$ cat src/rtl/onchip_mem_port_arbiter.sv
// Two-master round-robin Avalon-MM arbiter in front of one on-chip memory port.
// Bursts are expanded into single-word accesses; read data returns one cycle after issue.

module onchip_mem_port_arbiter_lane #(
  parameter int BURST_W = 5,
  parameter bit IDX     = 1'b0
) (
  input  logic               read,
  input  logic               write,
  input  logic [BURST_W-1:0] burstcount,
  input  logic               rd_vld,
  input  logic               rd_owner,
  output logic               req,
  output logic [BURST_W-1:0] extra,
  output logic               readdatavalid
);
  assign req           = read | write;
  // beats after the first; a zero burstcount behaves as a single beat
  assign extra         = (burstcount == '0) ? '0 : burstcount - BURST_W'(1);
  assign readdatavalid = rd_vld & (rd_owner == IDX);
endmodule

module onchip_mem_port_arbiter #(
  parameter int ADDR_W  = 17,
  parameter int DATA_W  = 64,
  parameter int BE_W    = 8,
  parameter int BURST_W = 5
) (
  input  logic               clk,
  input  logic               reset,
  input  logic [ADDR_W-1:0]  m0_address,
  input  logic               m0_read,
  input  logic               m0_write,
  input  logic [DATA_W-1:0]  m0_writedata,
  input  logic [BE_W-1:0]    m0_byteenable,
  input  logic [BURST_W-1:0] m0_burstcount,
  output logic               m0_waitrequest,
  output logic [DATA_W-1:0]  m0_readdata,
  output logic               m0_readdatavalid,
  input  logic [ADDR_W-1:0]  m1_address,
  input  logic               m1_read,
  input  logic               m1_write,
  input  logic [DATA_W-1:0]  m1_writedata,
  input  logic [BE_W-1:0]    m1_byteenable,
  input  logic [BURST_W-1:0] m1_burstcount,
  output logic               m1_waitrequest,
  output logic [DATA_W-1:0]  m1_readdata,
  output logic               m1_readdatavalid,
  output logic [ADDR_W-1:0]  mem_address,
  output logic               mem_chipselect,
  output logic               mem_write,
  output logic [DATA_W-1:0]  mem_writedata,
  output logic [BE_W-1:0]    mem_byteenable,
  input  logic [DATA_W-1:0]  mem_readdata
);
  typedef enum logic [1:0] {IDLE, RBURST, WBURST} state_t;

  state_t             state, state_nx;
  logic               rr_ptr, owner, rd_vld, rd_owner;
  logic               win, accept, step;
  logic [ADDR_W-1:0]  next_addr;
  logic [BURST_W-1:0] remaining;

  logic [1:0]               rd, wr, req, rdv, wait_n;
  logic [1:0][ADDR_W-1:0]   addr;
  logic [1:0][DATA_W-1:0]   wdata;
  logic [1:0][BE_W-1:0]     be;
  logic [1:0][BURST_W-1:0]  bc, extra;

  assign rd    = {m1_read, m0_read};
  assign wr    = {m1_write, m0_write};
  assign addr  = {m1_address, m0_address};
  assign wdata = {m1_writedata, m0_writedata};
  assign be    = {m1_byteenable, m0_byteenable};
  assign bc    = {m1_burstcount, m0_burstcount};

  for (genvar g = 0; g < 2; g++) begin : g_lane
    onchip_mem_port_arbiter_lane #(.BURST_W(BURST_W), .IDX(g[0])) u_lane (
      .read          (rd[g]),
      .write         (wr[g]),
      .burstcount    (bc[g]),
      .rd_vld        (rd_vld & ~reset),
      .rd_owner      (rd_owner),
      .req           (req[g]),
      .extra         (extra[g]),
      .readdatavalid (rdv[g])
    );
  end

  always_comb begin
    state_nx       = state;
    win            = (req[0] & req[1]) ? rr_ptr : req[1];
    accept         = 1'b0;
    step           = 1'b0;
    wait_n         = 2'b11;
    mem_address    = next_addr;
    mem_chipselect = 1'b0;
    mem_write      = 1'b0;
    mem_writedata  = wdata[owner];
    mem_byteenable = '1;
    if (!reset) begin
      case (state)
        IDLE: if (|req) begin
          // first beat goes out in the accept cycle; write wins over read
          accept         = 1'b1;
          wait_n[win]    = 1'b0;
          mem_address    = addr[win];
          mem_chipselect = 1'b1;
          mem_write      = wr[win];
          mem_writedata  = wdata[win];
          if (wr[win]) mem_byteenable = be[win];
          if (extra[win] != '0) state_nx = wr[win] ? WBURST : RBURST;
        end
        RBURST: begin
          mem_chipselect = 1'b1;
          step           = 1'b1;
          if (remaining == BURST_W'(1)) state_nx = IDLE;
        end
        WBURST: begin
          wait_n[owner] = 1'b0;
          if (wr[owner]) begin
            mem_chipselect = 1'b1;
            mem_write      = 1'b1;
            mem_byteenable = be[owner];
            step           = 1'b1;
            if (remaining == BURST_W'(1)) state_nx = IDLE;
          end
        end
        default: state_nx = IDLE;
      endcase
    end
  end

  always_ff @(posedge clk) begin
    if (reset) begin
      state     <= IDLE;
      rr_ptr    <= 1'b0;
      owner     <= 1'b0;
      next_addr <= '0;
      remaining <= '0;
      rd_vld    <= 1'b0;
      rd_owner  <= 1'b0;
    end else begin
      state    <= state_nx;
      rd_vld   <= mem_chipselect & ~mem_write;
      rd_owner <= (state == IDLE) ? win : owner;
      if (accept) begin
        owner     <= win;
        rr_ptr    <= ~win;
        next_addr <= addr[win] + ADDR_W'(1);
        remaining <= extra[win];
      end else if (step) begin
        next_addr <= next_addr + ADDR_W'(1);
        remaining <= remaining - BURST_W'(1);
      end
    end
  end

  assign m0_waitrequest   = wait_n[0];
  assign m1_waitrequest   = wait_n[1];
  assign m0_readdatavalid = rdv[0];
  assign m1_readdatavalid = rdv[1];
  assign m0_readdata      = mem_readdata;
  assign m1_readdata      = mem_readdata;
endmodule

$ cat config.mk
export PLATFORM = sky130hd
export DESIGN_NAME = onchip_mem_port_arbiter
export DESIGN_NICKNAME = d
export VERILOG_FILES = /design/src/rtl/onchip_mem_port_arbiter.sv
export SDC_FILE = /design/constraint.sdc
export NUM_CORES = 1
export LEC_CHECK = 0
export ABC_AREA = 1
export ABC_CLOCK_PERIOD_IN_PS = 7000
export CORE_AREA = 3 3 187 189
export DETAILED_ROUTE_END_ITERATION = 16
export DIE_AREA = 0 0 190 192
export PLACE_DENSITY = 0.48
export SETUP_SLACK_MARGIN = 0.4
export SYNTH_ARGS = -nofsm -noshare
export SYNTH_HDL_FRONTEND = slang
export SYNTH_SLANG_ARGS = --single-unit
$ cat constraint.sdc
create_clock -name clk -period 7 [get_ports clk]
set_clock_uncertainty 0.05 [all_clocks]
set_input_delay 1.75 -clock clk [delete_from_list [all_inputs] [get_ports clk]]
set_output_delay 1.75 -clock clk [all_outputs]
set_load 0.02 [all_outputs]
Word level (Yosys, flattened, before mapping). Cells that the tools add are included.

Equality and inequality tests: 6. Reductions and logical operators: 9. Bitwise logic cells: 13. Multiply operators: 0. Muxes and demuxes: 59. Magnitude comparators: 4. Add/subtract/negate cells: 5. Divide/modulo/power cells: 0. Shift-type cells: 0.

Operator list (count): $mux 64 (7); $mux 17 (7); $mux 8 (8); $add 17x1->17 const B (2); $mux 5 (6); $mux 1 (16); $pmux 8 s2 (1); $sub 5x1->5 const B (3); $mux 2 (7); $logic_not 5->1 (2); $ne 2x2->1 const B (3); $pmux 2 s3 (1); $and 1x1->1 (5); $eq 5x1->1 const B (1); $reduce_bool 5->1 (1); $lt 1x2->1 const B (2); $not 1->1 (4); $not 2->2 (2); $pmux 1 s2 (2); $pmux 2 s2 (1); $pmux 1 s3 (1); $reduce_and 3->1 (1); $demux 1 s1 (2); $eq 2x1->1 const B (1); 7 further kinds (10).

Bits of input ports: 258. ROM bits: 0. Bits in writable memories: 0. Logic and storage cells: 103. Latch bits: 0. Memories: 0. Register bits: 28. Output and inout bits: 223.

Logic depth before layout (Yosys ltp).
Word-level depth: 11. Depth in mapped cells: 18. Depth with buffers taken out: 17.

Hierarchy. A second synthesis with hierarchy kept.

Cells, all modules: 824. Area, all modules: 4867.2 um^2.

Modules (own cells, without submodules): onchip_mem_port_arbiter (area an instance 4621.9 um^2, seq. area each 560.5 um^2, times used 1, cells an instance 772); onchip_mem_port_arbiter_lane (area an instance 122.6 um^2, seq. area each 0.0 um^2, times used 2, cells an instance 26).

Worst setup path before layout. No wires, ideal clock.

Kind: input -> output. From: input m0_write. To: output mem_byteenable[0]. Required time: 5.200 ns. Path slack: 2.154 ns. Buffers on the path: 0. Stages on the path: 6. Data arrival time: 3.046 ns. Cell sequence: nor2_2 > nor2_1 > nor2_1 > nor2_1 > a21oi_1 > o2111ai_1.

Cells in the longest elaborated chain, start to end: 9. Elaborated cells on any way between the ends: 15. Those cells by class: mux (12); bitwise (2); reduce/logical (1).

RTL lines: start, declared (RTL line 33) `input logic m0_write,`; $or 1x1->1 (RTL line 17) `assign req = read | write;`; $and 1x1->1 (RTL line 92) `win = (req[0] & req[1]) ? rr_ptr : req[1];`; $mux 1 (RTL line 92); $mux 8 (implied by the code) or $mux 1 (tied branches) (2 in series) (RTL line 111) `if (wr[win]) mem_byteenable = be[win];`; $mux 8 (RTL line 111); $mux 8 (RTL line 103) `IDLE: if (|req) begin`; $pmux 8 s2 * (RTL line 102) `case (state)`; $mux 8 * (RTL line 101) `if (!reset) begin`; end, declared (RTL line 53) `output logic [BE_W-1:0] mem_byteenable,`.

Every way passes the cells marked *; elsewhere a longest branch is shown, timed or not. The select of a mux whose other input is x is not followed.

Worst setup path in the final report.
From: input reset. To: output mem_writedata[29].

Cells in the longest elaborated chain, start to end: 1.

RTL lines: start, declared (RTL line 30) `input logic reset,`; $mux 64 (RTL line 101); end, declared (RTL line 52) `output logic [DATA_W-1:0] mem_writedata,`.

No other way between the ends.

==> impl_metrics.yaml <==
worst_hold_path:
  hp-class: "register to register"
critical_path:
  critPathMaxFanout: 64
  cp-start-kind: "input port"
  r2r_slack_ns: 3.96
  worstPathArrival_ns: 4.45
  crit_type: "input port to output pin"
  worstSetupEndpointType: "output pin"
  cp_top_family: "buffers and inverters"
  required_ns: 5.20
  cpPeakStageDelay_ns: 0.60
  critPathSlowestCell: "clkdlybuf4s50_1"
  path_cells: "clkdlybuf4s50_1 -> nor2_8 -> inv_1 -> nor2_1 -> inv_1 -> nand2_2 -> buf_6 -> nand2_1 -> nand2_1 -> clkdlybuf4s50_1"
  cp_num_buf_inv: 5
synth:
  async_reset_ff_share_pct: 0
  synth_top_area_cell: "nand2_1"
  synth_area_leaders: "nand2_1 24%, buf_4 21%, dfxtp_1 12%"
  seq_area_frac_synth_pct: 12.11
  synth_area_um2: 4627
  yosys.area.top_type_share_pct: 23.77
  syn_avg_cell_area_um2: 5.608
  ys_warn_count: 0
  ys_types: 39
  synth_edf_count: 0
  synth_seq_cells: 28
  syn_nets: 1092
  synthCells: 825
  ys.flop_type: "dfxtp_1"
drt:
  vias: 5443
  wl_per_cell_um: 17.09
  drt_first_iter_violations: 201
  post-route-drc-count: 0
  drt_wl_total_mm: 24.28
  ant_nets: 0
  first_pass_iters: 5
  viasPerCell: 3.830
cts:
  path_clk_slew_ns: 0.08
  clockBufferDepth: 2
  numCtsBuffers: 3
  cts_max_level: 1
  cts_tree: "yes"
  root_buffer: "clkbuf_16"
  clkSinkCount: 28
  postCtsSetupRepairBufs: 0
  worstSkewPairLatency_ns: 0.28
sta:
  hold_viol_final: 0
  final.setup.tns_ns: 0
  slew_violations: 0
  rsz0062_at_grt: "no"
  finalSetupViolCount: 0
  fin_hold_ws_ns: 0.4248
  tightest_slew_ns: 0.8147
  relSlewSlack_pct: 45.69
  min_period_over_period_pct: 89.31
  clock.fmax_mhz: 160.0
  min_period_ns: 6.252
power_and_ir_drop:
  switchingPower_mw: 0.9835
  power_frac_seq_pct: 12.6
  power-per-cell-area_nw_per_um2: 262.6
  internal_power_mw: 0.8960
  swShare_pct: 52.33
  clockPowerShare_pct: 8.3
  p_comb_share_pct: 79.1
  irDropWorstVdd_uv: 116.8
  p_leak_nw: 3.238
cells_and_area:
  fillers: 3832
  final_cell_mix: "292 x nand2_1, 274 x clkdlybuf4s50_1, 97 x inv_1"
  areaGrowthSynthToFinish_pct: 54.68
  nets: 1240
  mostFrequentLayoutCell: "nand2_1"
  postLayoutCellArea_um2: 7157
  final_util_pct: 21.40
  drive_above_1_share_pct: 6.379
floorplanning:
  core_um2: 33450
  die_h_um: 192
  die-area_um2: 36480
  num_io_pins: 481
  initial_core_util_pct: 13.83
  num_rows: 67
  die_w_um: 190
grt:
  antenna_found_initial: 0
  grt.total_usage_pct: 12.49
  grt_pass1_wl_mm: 34.49
  grt_pass1_vias: 5436
  overflow: 0
  grt_max_degree: 65
place:
  gp_congestion: 0.8395
  placedInstanceArea_um2: 7059
  hpwl_mm: 20.74
  io_buffers: 288
job:
  max_cap_violations: 0
status:
  status: "complete, no violations"
-- final cells by class --
type | count | area (um^2) | share of cell area, %
Tap cell | 448 | 560.5 | 7.832
Timing Repair Buffer | 297 | 2969 | 41.49
Antenna cell | 1 | 2.502 | 0.03497
Sequential cell | 28 | 560.5 | 7.832
Inverter | 102 | 385.4 | 5.385
Clock buffer | 4 | 88.84 | 1.241
Multi-Input combinational cell | 541 | 2590 | 36.19
-- power by group through the flow --
stage,clock network [mW],logic [mW],registers [mW]
after floorplan,0,0.937,0.234
after global placement,0,1.51,0.239
after detailed placement,0,1.51,0.241
after CTS,0.162,1.51,0.237
after global routing,0.166,1.64,0.244
final,0.155,1.49,0.237
-- kinds of logic after synthesis --
| kind of cell | share of synthesized area [%] |
|---|---|
| compound gates | 9.302 |
| xor+xnor | 1.704 |
| fa+ha+maj | 2.434 |
| buf+inv | 31.96 |
| flops | 12.11 |
| mux | 0.2163 |
| simple gates | 42.27 |
-- worst paths after layout --
kind                     start           endpoint  cells after the start
setup / recovery         reset  mem_writedata[29]                     10
hold / removal    next_addr[1]       next_addr[1]                      2
setup reg to reg      state[0]      next_addr[16]                     17
hold reg to reg   next_addr[1]       next_addr[1]                      2
-- per-stage QoR --
stage | std cells | worst slack (ns) | power [mW]
6_report | 1421 | 0.7481 | 1.880
5_1_grt | 1420 | 0.5431 | 2.046
4_1_cts | 1420 | 0.5660 | 1.914
3_5_place_dp | 1416 | 0.5776 | 1.751
3_3_place_gp | 1416 | 0.5539 | 1.747
2_1_floorplan | 825 | 2.154 | 1.172
-- cells in the mapped netlist (4+ instances only) --
cell type / n
a211oi_1: 4
a21oi_1: 29
buf_2: 12
buf_4: 130
clkbuf_1: 10
dfxtp_1: 28
ha_1: 9
inv_1: 97
inv_2: 4
nand2_1: 293
nand2_2: 4
nand3_1: 45
nand3_2: 5
nand3b_1: 4
nand4_1: 13
nor2_1: 56
nor2_2: 10
nor3_1: 12
o2111ai_1: 7
o21ai_0: 19
xor2_1: 7
-- layer usage --
metal  global-route usage, %  vias up  part of all wire, %
li1                        -     2727                    -
met1                   14.31     2359                   39
met2                   22.50      334                   49
met3                   4.453       23                   11
met4                   2.332        0                  1.5
met5                       0        -                    0
-- registers in the layout, indices dropped and copies added, names as in the netlist --
name       count
next_addr     17
remaining      5
state          2
owner          1
rd_owner       1
rd_vld         1
rr_ptr         1
-- timing repair --
item                       in CTS  in global routing
hold endpoints to repair        0                  0
setup endpoints to repair       0                  5
resized for setup               0                  3
hold buffers                    0                  0
-- worst min-delay path, stage by stage (launching register included) --
cell	delay [ns]
dfxtp_1	0.30
inv_1	0.07
a211oi_1	0.07
(Power assumes the default switching activity.)
